--- src/rtl/mips_core_pkg.sv ---
// Shared register-file constants for rename, the physical register file and
// the free list.
package mips_core_pkg;

    localparam int PHY_REG_COUNT  = 64;
    localparam int ARCH_REG_COUNT = 32;
    localparam int PHY_REG_WIDTH  = 6;

    typedef logic [PHY_REG_WIDTH-1:0] phy_reg_t;

endpackage : mips_core_pkg

--- src/rtl/phys_reg_free_list.sv ---
// Circular free list of physical registers. It has a speculative allocation
// head, a commit head for flush rewind, and a tail for reclaimed registers.
module phys_reg_free_list
    import mips_core_pkg::*;
#(
    parameter int NUM_PHY_REGS  = PHY_REG_COUNT,
    parameter int NUM_ARCH_REGS = ARCH_REG_COUNT,
    parameter int FL_DEPTH      = NUM_PHY_REGS - NUM_ARCH_REGS
) (
    input  logic                     clk,
    input  logic                     rst,
    input  logic                     alloc_req,
    output logic                     alloc_grant,
    output logic [PHY_REG_WIDTH-1:0] alloc_phy,
    input  logic                     retire_valid,
    input  logic                     retire_has_dst,
    input  logic [PHY_REG_WIDTH-1:0] retire_old_phy,
    input  logic                     flush,
    output logic [PHY_REG_WIDTH-1:0] free_count,
    output logic                     fl_empty,
    output logic                     fl_error
);

    localparam int IDX_W = $clog2(FL_DEPTH);
    localparam int PTR_W = IDX_W + 1;
    localparam logic [PTR_W-1:0] FULL_OCC = PTR_W'(FL_DEPTH);

    phy_reg_t         fl_mem [FL_DEPTH];
    logic [PTR_W-1:0] spec_head;
    logic [PTR_W-1:0] commit_head;
    logic [PTR_W-1:0] tail;

    logic             retire_push;
    logic             zero_phy;
    logic             overflow;
    logic             push_ok;
    logic             commit_adv;
    logic [PTR_W-1:0] commit_head_nxt;

    assign free_count  = PHY_REG_WIDTH'(tail - spec_head);
    assign fl_empty    = (free_count == '0);
    assign alloc_grant = alloc_req & ~fl_empty & ~flush & ~rst;
    assign alloc_phy   = fl_mem[spec_head[IDX_W-1:0]];

    // The retiring instruction vacates the commit_head slot, so a push with
    // tail - commit_head == FL_DEPTH only overflows when there is no
    // uncommitted allocation for this retire to free.
    assign retire_push     = retire_valid & retire_has_dst;
    assign zero_phy        = (retire_old_phy == '0);
    assign overflow        = ((tail - commit_head) == FULL_OCC) && (commit_head == spec_head);
    assign push_ok         = retire_push & ~zero_phy & ~overflow;
    assign commit_adv      = retire_push & ~overflow;
    assign commit_head_nxt = commit_adv ? commit_head + 1'b1 : commit_head;

    always_ff @(posedge clk) begin
        if (rst) begin
            for (int i = 0; i < FL_DEPTH; i++) begin
                fl_mem[i] <= phy_reg_t'(NUM_ARCH_REGS + i);
            end
            spec_head   <= '0;
            commit_head <= '0;
            tail        <= FULL_OCC;
            fl_error    <= 1'b0;
        end else begin
            if (push_ok) begin
                fl_mem[tail[IDX_W-1:0]] <= retire_old_phy;
                tail                    <= tail + 1'b1;
            end
            commit_head <= commit_head_nxt;
            if (flush) begin
                spec_head <= commit_head_nxt;
            end else if (alloc_grant) begin
                spec_head <= spec_head + 1'b1;
            end
            if (retire_push && (zero_phy || overflow)) begin
                fl_error <= 1'b1;
            end
        end
    end

endmodule : phys_reg_free_list

--- config.mk ---
export PLATFORM = sky130hd
export DESIGN_NAME = phys_reg_free_list
export DESIGN_NICKNAME = d
export VERILOG_FILES = /design/src/rtl/mips_core_pkg.sv /design/src/rtl/phys_reg_free_list.sv
export SDC_FILE = /design/constraint.sdc
export NUM_CORES = 1
export LEC_CHECK = 0
export CAP_MARGIN = 20
export CORE_MARGIN = 4
export CORE_UTILIZATION = 55
export DETAILED_ROUTE_END_ITERATION = 12
export HOLD_SLACK_MARGIN = 0.02
export PLACE_DENSITY = 0.77
export SKIP_CTS_REPAIR_TIMING = 1
export SYNTH_ARGS = -nofsm -noshare
export SYNTH_HDL_FRONTEND = slang
export SYNTH_SLANG_ARGS = --single-unit
--- constraint.sdc ---
create_clock -name clk -period 3.08 [get_ports clk]
set_input_delay 0.616 -clock clk [delete_from_list [all_inputs] [get_ports clk]]
set_output_delay 0.616 -clock clk [all_outputs]
set_load 0.005 [all_outputs]
==> key figures, run 1 <==
CTS
  – Clock Path Buffers: 3
  – H-tree levels: 1
  – CTS buffer count: 23
  – Clock latency on the worst-skew pair: 510 ps
  – Sinks on Clock Net: 216
  – Root buffer cell: clkbuf_16
  – CTS tree: done
  – Reg clk slew, reported paths: 60 ps

STA
  – Achievable Freq: 299 MHz
  – Worst-Margin Slew: 1070 ps
  – Setup ws final: -266 ps
  – Post-route minimum period: 3350 ps
  – RSZ-0062 raised after global routing: yes
  – Final setup viols: 8
  – Fin. Hold Viols: 0
  – Post-route clock skew: 14.4 ps
  – Fin Setup TNS: -1390 ps
  – Slew Viols, Final: 0
  – Period utilisation layout: 109%
  – Slew headroom: 28.0%

Placement
  – Pre-CTS setup slack: -94.1 ps
  – IO buf count: 26
  – DP Wirelength: 20.2 mm
  – Placed cell count: 1122
  – RD Place Congestion: 0.900

Run status
  – Failing checks: setup timing
  – Outcome: complete, but fails checks

Final layout
  – Inserted Diodes: 0
  – Fill cell count: 1224
  – Area growth, synth to finish: 22.1%
  – Most frequent cells in the layout: edfxtp_1, nand2_1, nor2_1
  – Post-Layout Cell Count: 1183
  – Post-layout nets: 962
  – Share of layout cells above drive strength 1: 27.5%
  – Most common cell after layout, fill and taps aside: edfxtp_1

Route
  – Wire per inst: 26.2 um
  – Vias/cell: 6.46
  – Residual DRC: 0
  – First-pass detailed-route iteration total: 8
  – Starting DRT DRC Count: 1176
  – DRT Wirelength: 31.0 mm
  – Vias: 7640
  – Post-route ant nets: 0

Worst setup path
  – Crit Path Class: flop to output pin
  – Worst Setup End Kind: output pin
  – Worst r2r src: commit_head[3]$_SDFF_PP0_
  – Worst path max stage delay: 540 ps
  – Cell mode on critical path: mux4_2
  – Startpoint types: flop
  – Crit-path cells: buf_12 -> buf_8 -> buf_16 -> mux4_2 -> mux4_2 -> mux2_4 -> clkbuf_2
  – Slowest cell on the critical path: mux4_2
  – Critical path peak fanout: 6
  – Worst Path Arrival: 2730 ps
  – CP Data Required Time: 2460 ps

Synth
  – Avg Cell Area, Syn: 12.6 um^2
  – Synth Cell Area: 0.0105 mm^2
  – Flops & latches, synth: 216
  – Post-synth EDFFs: 192
  – Syn_nets: 860
  – Synth top area share: 55.0%
  – Synth top area cells: edfxtp_1, mux4_2, nand2_1
  – Ys Warns: 0
  – Netlist cell types: 56
  – Ys flop type: edfxtp_1
  – Post-synth ARST share: 0%
  – Post-synth top area cell: edfxtp_1
  – Synth Instances: 831
  – Seq/Total Area, Yosys: 59.6%

Floorplanning
  – Starting Density: 56.0%
  – Chip height: 146 um
  – # rows: 50
  – Die ar.: 0.0213 mm^2
  – CORE AREA: 0.0187 mm^2
  – I/O Pins: 27
  – Die width: 146 um

Power and ir drop
  – Worst VDD drop: 0.000661 V
  – Pwr Density: 720 mW/mm^2
  – Leakage: 4.08 nW
  – Overall Power: 9.21 mW

GRT
  – Vias in the first global route: 7412
  – Largest net degree at the start of global routing: 43
  – Initial antenna violation count: 0
  – Total GRT Usage: 27.7%
  – First-pass GRT wire length: 44.7 mm
  – Total grt overflow: 0

Min path
  – Hold_sp: fl_error$_SDFFE_PP0P_
  – Hold Crit Class: flop to flop

Job
  – Max-cap viol count: 0
[area by class of cell]
cell class	instances	area, um^2	area share (%)
clock inverters	11	153	1.19
well taps	234	293	2.29
repair buffers	136	1280	10.0
clock buffers	30	632	4.94
flip-flops and latches	216	6260	48.9
multi-input cells	539	4110	32.1
inverters	17	63.8	0.499
[metal layers]
metal  up-vias  wire (um)  track usage [%]
li1       3240          -                -
met4         0       1270             10.4
met3       109       4230             6.27
met1      3660      10800             38.2
met2       631      14700             43.7
met5         -          0                0
[critical path, delay by kind of cell (launching register included)]
| kind | cells | cell delay [ps] |
|---|---|---|
| mux | 3 | 1350 |
| buf+inv | 4 | 500 |
| flops | 1 | 380 |
[per-stage QoR]
stage	hold WS (ps)	cell area (um^2)	util, %
6_report	500	12800	68.4
5_1_grt	534	12800	68.4
4_1_cts	498	12300	65.8
3_5_place_dp	470	11500	61.6
3_3_place_gp	456	11500	61.6
2_1_floorplan	460	10500	-
[state kept, by name, summed over array words and instances, names as in the netlist, named ones only]
| signal | cells |
|---|---|
| spec_head | 6 |
| fl_error | 1 |
| fl_mem | 192 |
| tail | 6 |
| commit_head | 6 |
[cells by family after synthesis]
family	Yosys count	synth area share [%]
buffers and inverters	76	2.90
XOR/XNOR	20	1.67
adder cells (fa/ha/maj)	17	2.10
AO/OA/AOI/OAI	72	4.48
multiplexers	71	14.0
AND/OR/NAND/NOR	359	15.2
flip-flops	216	59.6
[cell usage after synthesis, types with 2 or more instances]
| master | n |
|---|---|
| edfxtp_1 | 192 |
| nand2_1 | 159 |
| nor2_1 | 111 |
| mux4_2 | 60 |
| o21ai_0 | 37 |
| clkbuf_1 | 31 |
| dfxtp_1 | 24 |
| inv_1 | 17 |
| ha_1 | 16 |
| nor2b_1 | 16 |
| buf_1 | 15 |
| buf_2 | 12 |
| nor3_1 | 11 |
| xor2_1 | 11 |
| nor4_1 | 10 |
| xnor2_1 | 9 |
| nand3_1 | 8 |
| or3_1 | 7 |
| and2_1 | 6 |
| mux2_2 | 6 |
| o211ai_1 | 6 |
| mux2i_1 | 5 |
| nand2b_1 | 5 |
| or2_2 | 5 |
| o22ai_1 | 4 |
| or4_1 | 4 |
| a21oi_1 | 3 |
| and3_1 | 3 |
| nor3b_1 | 3 |
| o41ai_1 | 3 |
| a21o_1 | 2 |
| a31o_2 | 2 |
| o21a_1 | 2 |
| o21ai_1 | 2 |
| o221ai_1 | 2 |
| or2_1 | 2 |
[path summary, 6_finish.rpt]
kind / end / depth (start not counted) / slack, ps
max: alloc_phy[4] / 7 / -270
min: fl_error$_SDFFE_PP0P_ / 2 / 500
max reg2reg: fl_mem[4][1]$_SDFFCE_PN0P_ / 11 / 140
min reg2reg: fl_error$_SDFFE_PP0P_ / 2 / 500
[power by group]
group	switching, mW	internal, mW
clock network	1.11	1.77
logic	1.51	1.45
registers	0.0631	3.31
total	2.68	6.53
Power figures use the tool's default switching activity.
==> run 2: changes to the inputs <==
--- a/config.mk
+++ b/config.mk
@@ -5,12 +5,11 @@
 export SDC_FILE = /design/constraint.sdc
 export NUM_CORES = 1
 export LEC_CHECK = 0
-export CAP_MARGIN = 20
 export CORE_MARGIN = 4
-export CORE_UTILIZATION = 55
+export CORE_UTILIZATION = 48
 export DETAILED_ROUTE_END_ITERATION = 12
 export HOLD_SLACK_MARGIN = 0.02
-export PLACE_DENSITY = 0.77
+export PLACE_DENSITY = 0.69
 export SKIP_CTS_REPAIR_TIMING = 1
 export SYNTH_ARGS = -nofsm -noshare
 export SYNTH_HDL_FRONTEND = slang
==> run 2 against run 1 <==
The run still ends with setup timing left. First-iteration DRC count fell by 18%. Global-route usage fell by 2.8 points. Final area rose by 0.46%. Maximum frequency fell by 1.9%. Die area rose by 14%. Combinational power barely moved. Core utilization fell by 7.8 points. Register-to-register slack got worse by 40 ps. Via count fell by 1.6%. Critical path type unchanged. Largest power group unchanged.
==> key figures, run 2 (synthesis results as in run 1) <==
Run status
  – Outcome: complete, but fails checks
  – Failing checks: setup timing

Final layout
  – Max reg flops: 192 (unchanged)
  – Most common cell after layout, fill and taps aside: edfxtp_1
  – Post-Layout Cell Count: 1237 (+4.6%)
  – Largest Register: fl_mem
  – Most frequent cells in the layout: edfxtp_1, nand2_1, nor2_1
  – Finished Core Util: 60.5% (-7.8 points)
  – Area growth, synth to finish: 22.6%
  – Post-layout nets: 973 (+1.1%)
  – Share of layout cells above drive strength 1: 27.4% (-0.060 points)
  – Inserted Diodes: 0 (unchanged)

Route
  – Residual DRC: 0 (unchanged)
  – DRT Wirelength: 30.4 mm (-1.7%)
  – First-pass detailed-route iteration total: 7 (-1)
  – Wire per inst: 24.6 um (-6.0%)
  – Vias: 7514 (-1.6%)
  – Vias/cell: 6.07 (-5.9%)
  – Starting DRT DRC Count: 966 (-18%)
  – Post-route ant nets: 0 (unchanged)

Worst setup path
  – Startpoint types: flop
  – Worst Setup End Kind: output pin
  – Slowest cell on the critical path: fa_2
  – Critical path peak fanout: 2 (-4)
  – Crit Path Class: flop to output pin
  – Flop-to-flop setup slack: 100 ps (-40 ps)
  – Worst Path Arrival: 2790 ps (+60 ps)
  – CP Data Required Time: 2460 ps (about the same)
  – Crit-path cells: ha_4 -> fa_2 -> inv_2 -> nor4_2 -> mux2i_1 -> o41ai_2 -> buf_4 -> nor2_2 -> buf_2
  – Worst r2r src: commit_head[3]$_SDFF_PP0_
  – Worst r2r path cells: 10 (-1)
  – Worst path max stage delay: 580 ps (+40 ps)
  – R2r endpoint: fl_mem[16][1]$_SDFFCE_PN0P_

STA
  – Fin. Hold Viols: 0 (unchanged)
  – Worst hold slack: 486 ps (-14.3 ps)
  – Slew Viols, Final: 0 (unchanged)
  – Achievable Freq: 293 MHz (-1.9%)
  – Slew headroom: 39.9% (+12 points)
  – Post-route minimum period: 3410 ps (+64.3 ps)
  – RSZ-0062 raised after global routing: yes
  – Post-route clock skew: 18.2 ps (+3.82 ps)
  – Setup ws final: -330 ps (-64.3 ps)
  – Period utilisation layout: 111% (+2.1 points)
  – Final setup viols: 9 (+1)
  – Worst-Margin Slew: 892 ps (-177 ps)

GRT
  – Total GRT Usage: 24.9% (-2.8 points)
  – First-pass GRT wire length: 44.9 mm (+0.42%)
  – Initial antenna violation count: 2 (+2)
  – Total grt overflow: 0 (unchanged)
  – Vias in the first global route: 7284 (-1.7%)
  – Largest net degree at the start of global routing: 34 (-21%)

Floorplanning
  – # rows: 53 (+6.0%)
  – Die width: 156 um (+6.7%)
  – Chip height: 156 um (+6.7%)
  – Die ar.: 0.0243 mm^2 (+14%)
  – I/O Pins: 27 (unchanged)
  – Starting Density: 49.4% (-6.6 points)
  – CORE AREA: 0.0212 mm^2 (+13%)

Power and ir drop
  – Overall Power: 9.08 mW (-1.5%)
  – Pwr Density: 706 mW/mm^2 (-1.9%)
  – Worst VDD drop: 0.000546 V (-17%)
  – Leakage: 4.09 nW (+0.22%)

Min path
  – Hold endpoint: fl_error$_SDFFE_PP0P_
  – Hold_sp: fl_error$_SDFFE_PP0P_
  – Hold Crit Class: flop to flop
  – Hold depth: 2 (unchanged)

Placement
  – IO buf count: 26 (unchanged)
  – Placed cell count: 1179 (+5.1%)
  – DP Wirelength: 20.8 mm (+3.1%)
  – Pre-CTS setup slack: -11.8 ps (+82.3 ps)
  – RD Place Congestion: 0.914 (+1.6%)

CTS
  – CTS tree: done
  – Clock latency on the worst-skew pair: 510 ps (about the same)
  – CTS buffer count: 24 (+4.3%)
  – Clock Path Buffers: 3 (unchanged)
  – Root buffer cell: clkbuf_16
  – Reg clk slew, reported paths: 60 ps (about the same)
  – Sinks on Clock Net: 216 (unchanged)
  – H-tree levels: 1 (unchanged)

Job
  – Max-cap viol count: 0 (unchanged)
-- run 2: cell count changes in the layout (fill, tap and decap cells not counted), sizes merged --
cell           before  now
buf               109  120
bufinv              4    1
clkbuf             39   38
clkdlybuf4s50      15   17
clkinv              6   12
clkinvlp            1    0
dlymetal6s2s        3    1
inv                17   18
-- run 2: final cells by class --
class / instances / area, um^2
clock buffers: 30 / 644
clock inverters: 14 / 104
fillers: 1637 / 8370
inverters: 17 / 63.8
multi-input cells: 539 / 4080
flip-flops and latches: 216 / 6250
well taps: 275 / 344
repair buffers: 146 / 1360
-- run 2: worst max path at each step --
| stage | endpoint | start | depth (start not counted) | slack (ps) |
|---|---|---|---|---|
| 5_1_grt | alloc_grant | tail[0]$_SDFFE_PP0P_ | 10 | -460 |
| 3_5_place_dp | alloc_phy[5] | flop | 5 | -10 |
| 6_report | alloc_grant | spec_head[0]$_SDFFE_PP0P_ | 9 | -330 |
| 2_1_floorplan | alloc_grant | tail[0]$_SDFFE_PP0P_ | 8 | 200 |
| 4_1_cts | alloc_grant | tail[0]$_SDFFE_PP0P_ | 10 | -610 |
| 3_3_place_gp | alloc_phy[4] | flop | 5 | 30 |
-- run 2: power breakdown --
group	switching [mW]	internal, mW
registers	0.0574	3.31
logic	1.56	1.42
clock network	1.16	1.57
total	2.78	6.30
-- run 2: critical path: cells and delay by family, from the launching register on --
family	cells	cell delay [ps]
mux	1	150
buf+inv	3	350
fa+ha+maj	2	760
simple gates	2	280
flops	1	350
compound gates	1	390
-- run 2: per-layer routing --
metal	global-route usage [%]	vias up	wire length [um]
li1	-	3279	-
met2	38.2	493	14000
met3	6.57	78	4010
met1	35.0	3660	11400
met5	0	-	21
met4	8.38	4	938
-- run 2: metrics by stage --
| step | TNS, ps | area (um^2) |
|---|---|---|
| floorplan | 0 | 10500 |
| detailed placement | -16.0 | 11800 |
| finish | -1560 | 12800 |
| CTS | -4480 | 12500 |
| global route | -2530 | 12800 |
| global placement | 0 | 11800 |
